[src/rtl/trace_dump_pkg.sv]
// Shared types and constants for the trace dump reader: FSM states, SOF default,
// CRC-8 polynomial and the byte-index width helper.
package trace_dump_pkg;

   typedef enum logic [3:0] {
      StIdle   = 4'd0,
      StSof    = 4'd1,
      StCheck  = 4'd2,
      StRdReq  = 4'd3,
      StRdWait = 4'd4,
      StData   = 4'd5,
      StCount  = 4'd6,
      StChk    = 4'd7,
      StDone   = 4'd8
   } state_e;

   localparam logic [7:0] SOF_DEFAULT = 8'hA5;
   localparam logic [7:0] CRC8_POLY   = 8'h07;

   // Width of a counter indexing nb bytes; never narrower than one bit.
   function automatic int unsigned idx_width(input int unsigned nb);
      return (nb > 1) ? $clog2(nb) : 1;
   endfunction

endpackage

[src/rtl/trace_dump_chk.sv]
// Next-checksum step for one frame byte. Plain XOR by default; CRC-8 (poly 0x07,
// MSB-first, init 0) when TRACE_DUMP_CRC8_EN is defined.
module trace_dump_chk
   import trace_dump_pkg::*;
(
   input  logic [7:0] chk,
   input  logic [7:0] data,
   output logic [7:0] chk_next
);

`ifdef TRACE_DUMP_CRC8_EN
   logic [7:0] crc;

   always_comb begin
      crc = chk ^ data;
      for (int i = 0; i < 8; i++) begin
         crc = crc[7] ? ((crc << 1) ^ CRC8_POLY) : (crc << 1);
      end
      chk_next = crc;
   end
`else
   assign chk_next = chk ^ data;
`endif

endmodule

[src/rtl/trace_dump_reader.sv]
// Drains the trace FIFO into framed byte packets: SOF, data bytes (MSB first), COUNT, CHK.
// CHK type is selected by TRACE_DUMP_CRC8_EN (CRC-8) versus the default XOR.
module trace_dump_reader
   import trace_dump_pkg::*;
#(
   parameter int unsigned Fpay      = 32,
   parameter int unsigned MAX_WORDS = 64,
   parameter logic [7:0]  SOF       = SOF_DEFAULT
) (
   input  logic            clk,
   input  logic            reset,
   input  logic            dump_start,
   input  logic            fifo_empty,
   output logic            fifo_rd,
   input  logic [Fpay-1:0] fifo_dout,
   output logic [7:0]      byte_out,
   output logic            byte_valid,
   input  logic            byte_ready,
   output logic            busy,
   output logic            frame_done,
   output logic [7:0]      words_sent
);

   localparam int unsigned NB       = Fpay / 8;
   localparam int unsigned IdxW     = idx_width(NB);
   localparam logic [IdxW-1:0] LastIdx = IdxW'(NB - 1);
   localparam logic [7:0]  MaxWords = 8'(MAX_WORDS);

   state_e          state_q, state_d;
   logic [Fpay-1:0] shift_q, shift_d, shifted;
   logic [IdxW-1:0] idx_q, idx_d;
   logic [7:0]      words_q, words_d;
   logic [7:0]      chk_q, chk_d, chk_next;
   logic [7:0]      byte_q, byte_d;
   logic            valid_q, valid_d;
   logic            accept;

   assign accept  = valid_q && byte_ready;
   assign shifted = shift_q << 8;

   trace_dump_chk u_chk (
      .chk      (chk_q),
      .data     (byte_q),
      .chk_next (chk_next)
   );

   always_comb begin
      state_d = state_q;
      shift_d = shift_q;
      idx_d   = idx_q;
      words_d = words_q;
      chk_d   = chk_q;
      byte_d  = byte_q;
      valid_d = valid_q;
      unique case (state_q)
         StIdle: begin
            if (dump_start) begin
               state_d = StSof;
               words_d = 8'd0;
               chk_d   = 8'd0;
               byte_d  = SOF;
               valid_d = 1'b1;
            end
         end
         StSof: begin
            if (accept) begin
               valid_d = 1'b0;
               state_d = StCheck;
            end
         end
         StCheck: begin
            if (!fifo_empty && (words_q < MaxWords)) begin
               state_d = StRdReq;
            end else begin
               byte_d  = words_q;
               valid_d = 1'b1;
               state_d = StCount;
            end
         end
         StRdReq: state_d = StRdWait;
         StRdWait: begin
            // Popped word is valid now; present its top byte straight away.
            shift_d = fifo_dout;
            byte_d  = fifo_dout[Fpay-1 -: 8];
            valid_d = 1'b1;
            idx_d   = '0;
            state_d = StData;
         end
         StData: begin
            if (accept) begin
               chk_d = chk_next;
               if (idx_q == LastIdx) begin
                  words_d = words_q + 8'd1;
                  valid_d = 1'b0;
                  state_d = StCheck;
               end else begin
                  idx_d   = idx_q + IdxW'(1);
                  shift_d = shifted;
                  byte_d  = shifted[Fpay-1 -: 8];
               end
            end
         end
         StCount: begin
            if (accept) begin
               chk_d   = chk_next;
               byte_d  = chk_next;
               state_d = StChk;
            end
         end
         StChk: begin
            if (accept) begin
               valid_d = 1'b0;
               state_d = StDone;
            end
         end
         StDone:  state_d = StIdle;
         default: state_d = StIdle;
      endcase
   end

   always_ff @(posedge clk) begin
      if (reset) begin
         state_q <= StIdle;
         shift_q <= '0;
         idx_q   <= '0;
         words_q <= 8'd0;
         chk_q   <= 8'd0;
         byte_q  <= 8'd0;
         valid_q <= 1'b0;
      end else begin
         state_q <= state_d;
         shift_q <= shift_d;
         idx_q   <= idx_d;
         words_q <= words_d;
         chk_q   <= chk_d;
         byte_q  <= byte_d;
         valid_q <= valid_d;
      end
   end

   assign fifo_rd    = (state_q == StRdReq);
   assign busy       = (state_q != StIdle) && (state_q != StDone);
   assign frame_done = (state_q == StDone);
   assign byte_out   = byte_q;
   assign byte_valid = valid_q;
   assign words_sent = words_q;

endmodule

[config.mk]
export PLATFORM = sky130hd
export DESIGN_NAME = trace_dump_reader
export DESIGN_NICKNAME = d
export VERILOG_FILES = /design/src/rtl/trace_dump_pkg.sv /design/src/rtl/trace_dump_chk.sv /design/src/rtl/trace_dump_reader.sv
export SDC_FILE = /design/constraint.sdc
export NUM_CORES = 1
export LEC_CHECK = 0
export BUFFER_PORTS_ARGS = -buffer_cell sky130_fd_sc_hd__buf_2
export CAP_MARGIN = 40
export CORE_MARGIN = 2
export CORE_UTILIZATION = 40
export DETAILED_ROUTE_END_ITERATION = 10
export GPL_TIMING_DRIVEN = 0
export PLACE_DENSITY = 0.63
export SLEW_MARGIN = 20
export SYNTH_ARGS = -nofsm -noshare
export SYNTH_HDL_FRONTEND = slang
export SYNTH_HIERARCHICAL = 1
export SYNTH_SLANG_ARGS = --single-unit
[constraint.sdc]
create_clock -name clk -period 2.65 [get_ports clk]
set_input_delay 0 -clock clk [delete_from_list [all_inputs] [get_ports clk]]
set_output_delay 0 -clock clk [all_outputs]
set_load 0.01 [all_outputs]
==> results.toml <==
[outcome]
status = "complete, no violations"

[clocking]
cts_tree = "yes"
clk_latency_ns = 0.31
clk_pin_slew_ns = 0.10
clockRootBuffer = "clkbuf_8"
postCtsSetupRepairBufs = 0
cts_sinks = 55
cts_buffer_depth = 2
cts.htree.levels = 2
numCtsBuffers = 5

[finish]
drive_gt1_share_pct = 23.33
fillers = 736
finalNetCount = 488
n_antenna_cell = 0
syn_to_final_growth_pct = 26.17
stdcell_area_um2 = 3770

[floorplanning]
core_area_um2 = 7253
die_w_um = 90.43
start_util_pct = 41.19
core.rowCount = 31
die_h_um = 90.43
die_area_um2 = 8177
ioPinCount = 57

[place]
dp_hpwl_um = 6032
gp_congestion = 0.8796
portBuffers = 56
placed_area_um2 = 3397

[yosys]
synth-seq-cells = 55
ys_top_cells_by_count = "nand2_1, dfxtp_1, nor2_1"
synth_most_common_cell = "nand2_1"
synth_cells = 361
synth-edff-count = 0
synthesis.nets = 400
ys_warn_count = 6
synth_area_per_cell_um2 = 8.277
synth_area_leaders = "dfxtp_1, a311oi_2, nand2_1"
synth-async-reset-ratio_pct = 0
synth_top_cell_area_share_pct = 36.85
synth_cell_types = 55
synth.cell_area_um2 = 2988
synth_area_leader_cell = "dfxtp_1"
ys_seq_area_share_pct = 36.85
synth_ff_type = "dfxtp_1"

[timing]
rsz0062_at_grt = "no"
setup_viol = 0
fin_skew_ns = 0.006063
period_share_pct = 76.59
worstMarginPinSlew_ns = 0.6943
hold_viol_final = 0
maxSlewViolCount = 0
fin_crit_ns = 2.030
slew_headroom_pct = 53.71
tns_ns = 0
fmaxAchievable_ghz = 0.4927

[grt]
grt_pass1_wl_um = 13940
antenna_found_initial = 0
grt-ovfl-total = 0
grt_util_all_layers_pct = 20.92
grt_pass1_vias = 2878
grt_max_degree = 17

[detailed_routing]
wl_met3_um = 490
route.antenna.remaining_nets = 0
via_per_inst = 5.339
postRouteWirelength_um = 8481
vias = 2931
wl_per_cell_um = 15.45
wl_met1_um = 3723
drtPass1Iterations = 4
top_layer = "met4"
drtIter0Drc = 139
drc = 0
wl_met2_um = 4166

[worst_hold_path]
hold_path_class = "input pin to flip-flop"

[critical_path]
worstSetupStartpointType = "flip-flop"
path_class = "flip-flop to flip-flop"
path_cells = "ha_1 -> nand3b_1 -> and2_1 -> a211oi_2 -> o21ai_0 -> a21oi_1"
critical-path-max-stage-delay_ns = 0.54
critPathSlowestCell = "a211oi_2"
cp-end-kind = "flip-flop"
cp_max_fo = 7
path_delay_family = "compound AO/OA/AOI/OAI gates"
worstPathBufferInverterCount = 0
critical_path_required_ns = 2.90
critPathArrivalTime_ns = 2.28

[power_and_ir_drop]
p_leak_nw = 1.475
ir_drop_v = 0.0003748
p_per_area_nw_per_um2 = 920.5

[job]
cap_violations = 0
==> path summary, 6_finish.rpt <==
kind	start	slack (ns)	end	cells after the start
hold / removal	fifo_dout[27]	0.11	byte_out[3]	4
setup / recovery	idx_q[0]	0.62	byte_out[4]	6
setup reg to reg	idx_q[0]	0.62	byte_out[4]	6
hold reg to reg	shift_q[7]	0.46	shift_q[7]	2
==> cell usage in the layout, fill, tap and decap left out, types with 4 or more instances in the layout <==
cell           instances
a21oi_1               26
a22oi_1                6
a311oi_2              15
buf_2                 61
buf_6                  6
clkbuf_1              12
clkbuf_8               5
dfxtp_1               55
dlygate4sd3_1         24
inv_1                  4
nand2_1               58
nand2b_1               5
nand3_1               24
nor2_1                39
nor3_1                14
o21ai_0               13
xnor2_1                7
xor2_1                 9
==> registers in the layout, indices dropped and copies added, names as in the netlist <==
| name | flops |
|---|---|
| byte_out | 8 |
| byte_valid | 1 |
| chk_q | 8 |
| idx_q | 2 |
| shift_q | 24 |
| state_q | 4 |
| words_sent | 8 |
==> cell type report <==
cell class	count	area [um2]	area share, %
well taps	99	123.9	3.286
inverters	5	18.77	0.4978
multi-input cells	278	1724	45.73
flip-flops and latches	55	1101	29.21
repair buffers	81	525.5	13.94
clock buffers	6	72.57	1.925
clock inverters	2	60.06	1.593
plain buffers	23	143.9	3.817
==> metal layers <==
metal,vias to the layer above,GRT usage (%)
li1,1461,-
met1,1362,25.13
met5,-,0
met3,11,5.175
met2,97,37.78
met4,0,4.359
==> power by group <==
group          total (mW)  internal (mW)  leakage, nW  switching (mW)
sequential           1.12          0.990        0.446           0.126
clock               0.663          0.378       0.0654           0.285
combinational        1.69          0.654        0.963            1.04
==> timing repair <==
| action | CTS | global route |
|---|---|---|
| resized for setup | 0 | 0 |
| hold buffers | 24 | 0 |
| endpoints found under the setup margin | 0 | 0 |
| hold endpoints to repair | 24 | 0 |
==> logic make-up (layout without fill, tap and decap cells) <==
kind of cell,Yosys count,count (layout),synth area share [%]
AND/OR/NAND/NOR,165,165,25.96
AO/OA/AOI/OAI,90,90,24.46
flip-flops,55,55,36.85
buffers and inverters,28,117,5.443
XOR/XNOR,16,16,4.690
multiplexers,5,5,1.759
adder cells (fa/ha/maj),2,2,0.8374
==> worst min-delay path, stage by stage <==
cell and delay, ns:
buf_2 0.07, mux2_2 0.13, a22oi_1 0.05, o21ai_0 0.13
==> stage by stage <==
stage          setup WS [ns]  utilization, %  hold slack, ns  power, mW  cells
5_1_grt               0.5132           51.98          0.1327      3.711    549
6_report              0.6205           51.98          0.1081      3.470    549
4_1_cts               0.6152           51.98          0.1083      3.465    549
3_5_place_dp          0.6219           46.83          0.2614      2.784    517
3_3_place_gp          0.6227           46.77          0.2579      2.762    516
2_1_floorplan         0.8938               -          0.1519      2.347    361
Power figures use the tool's default switching activity.
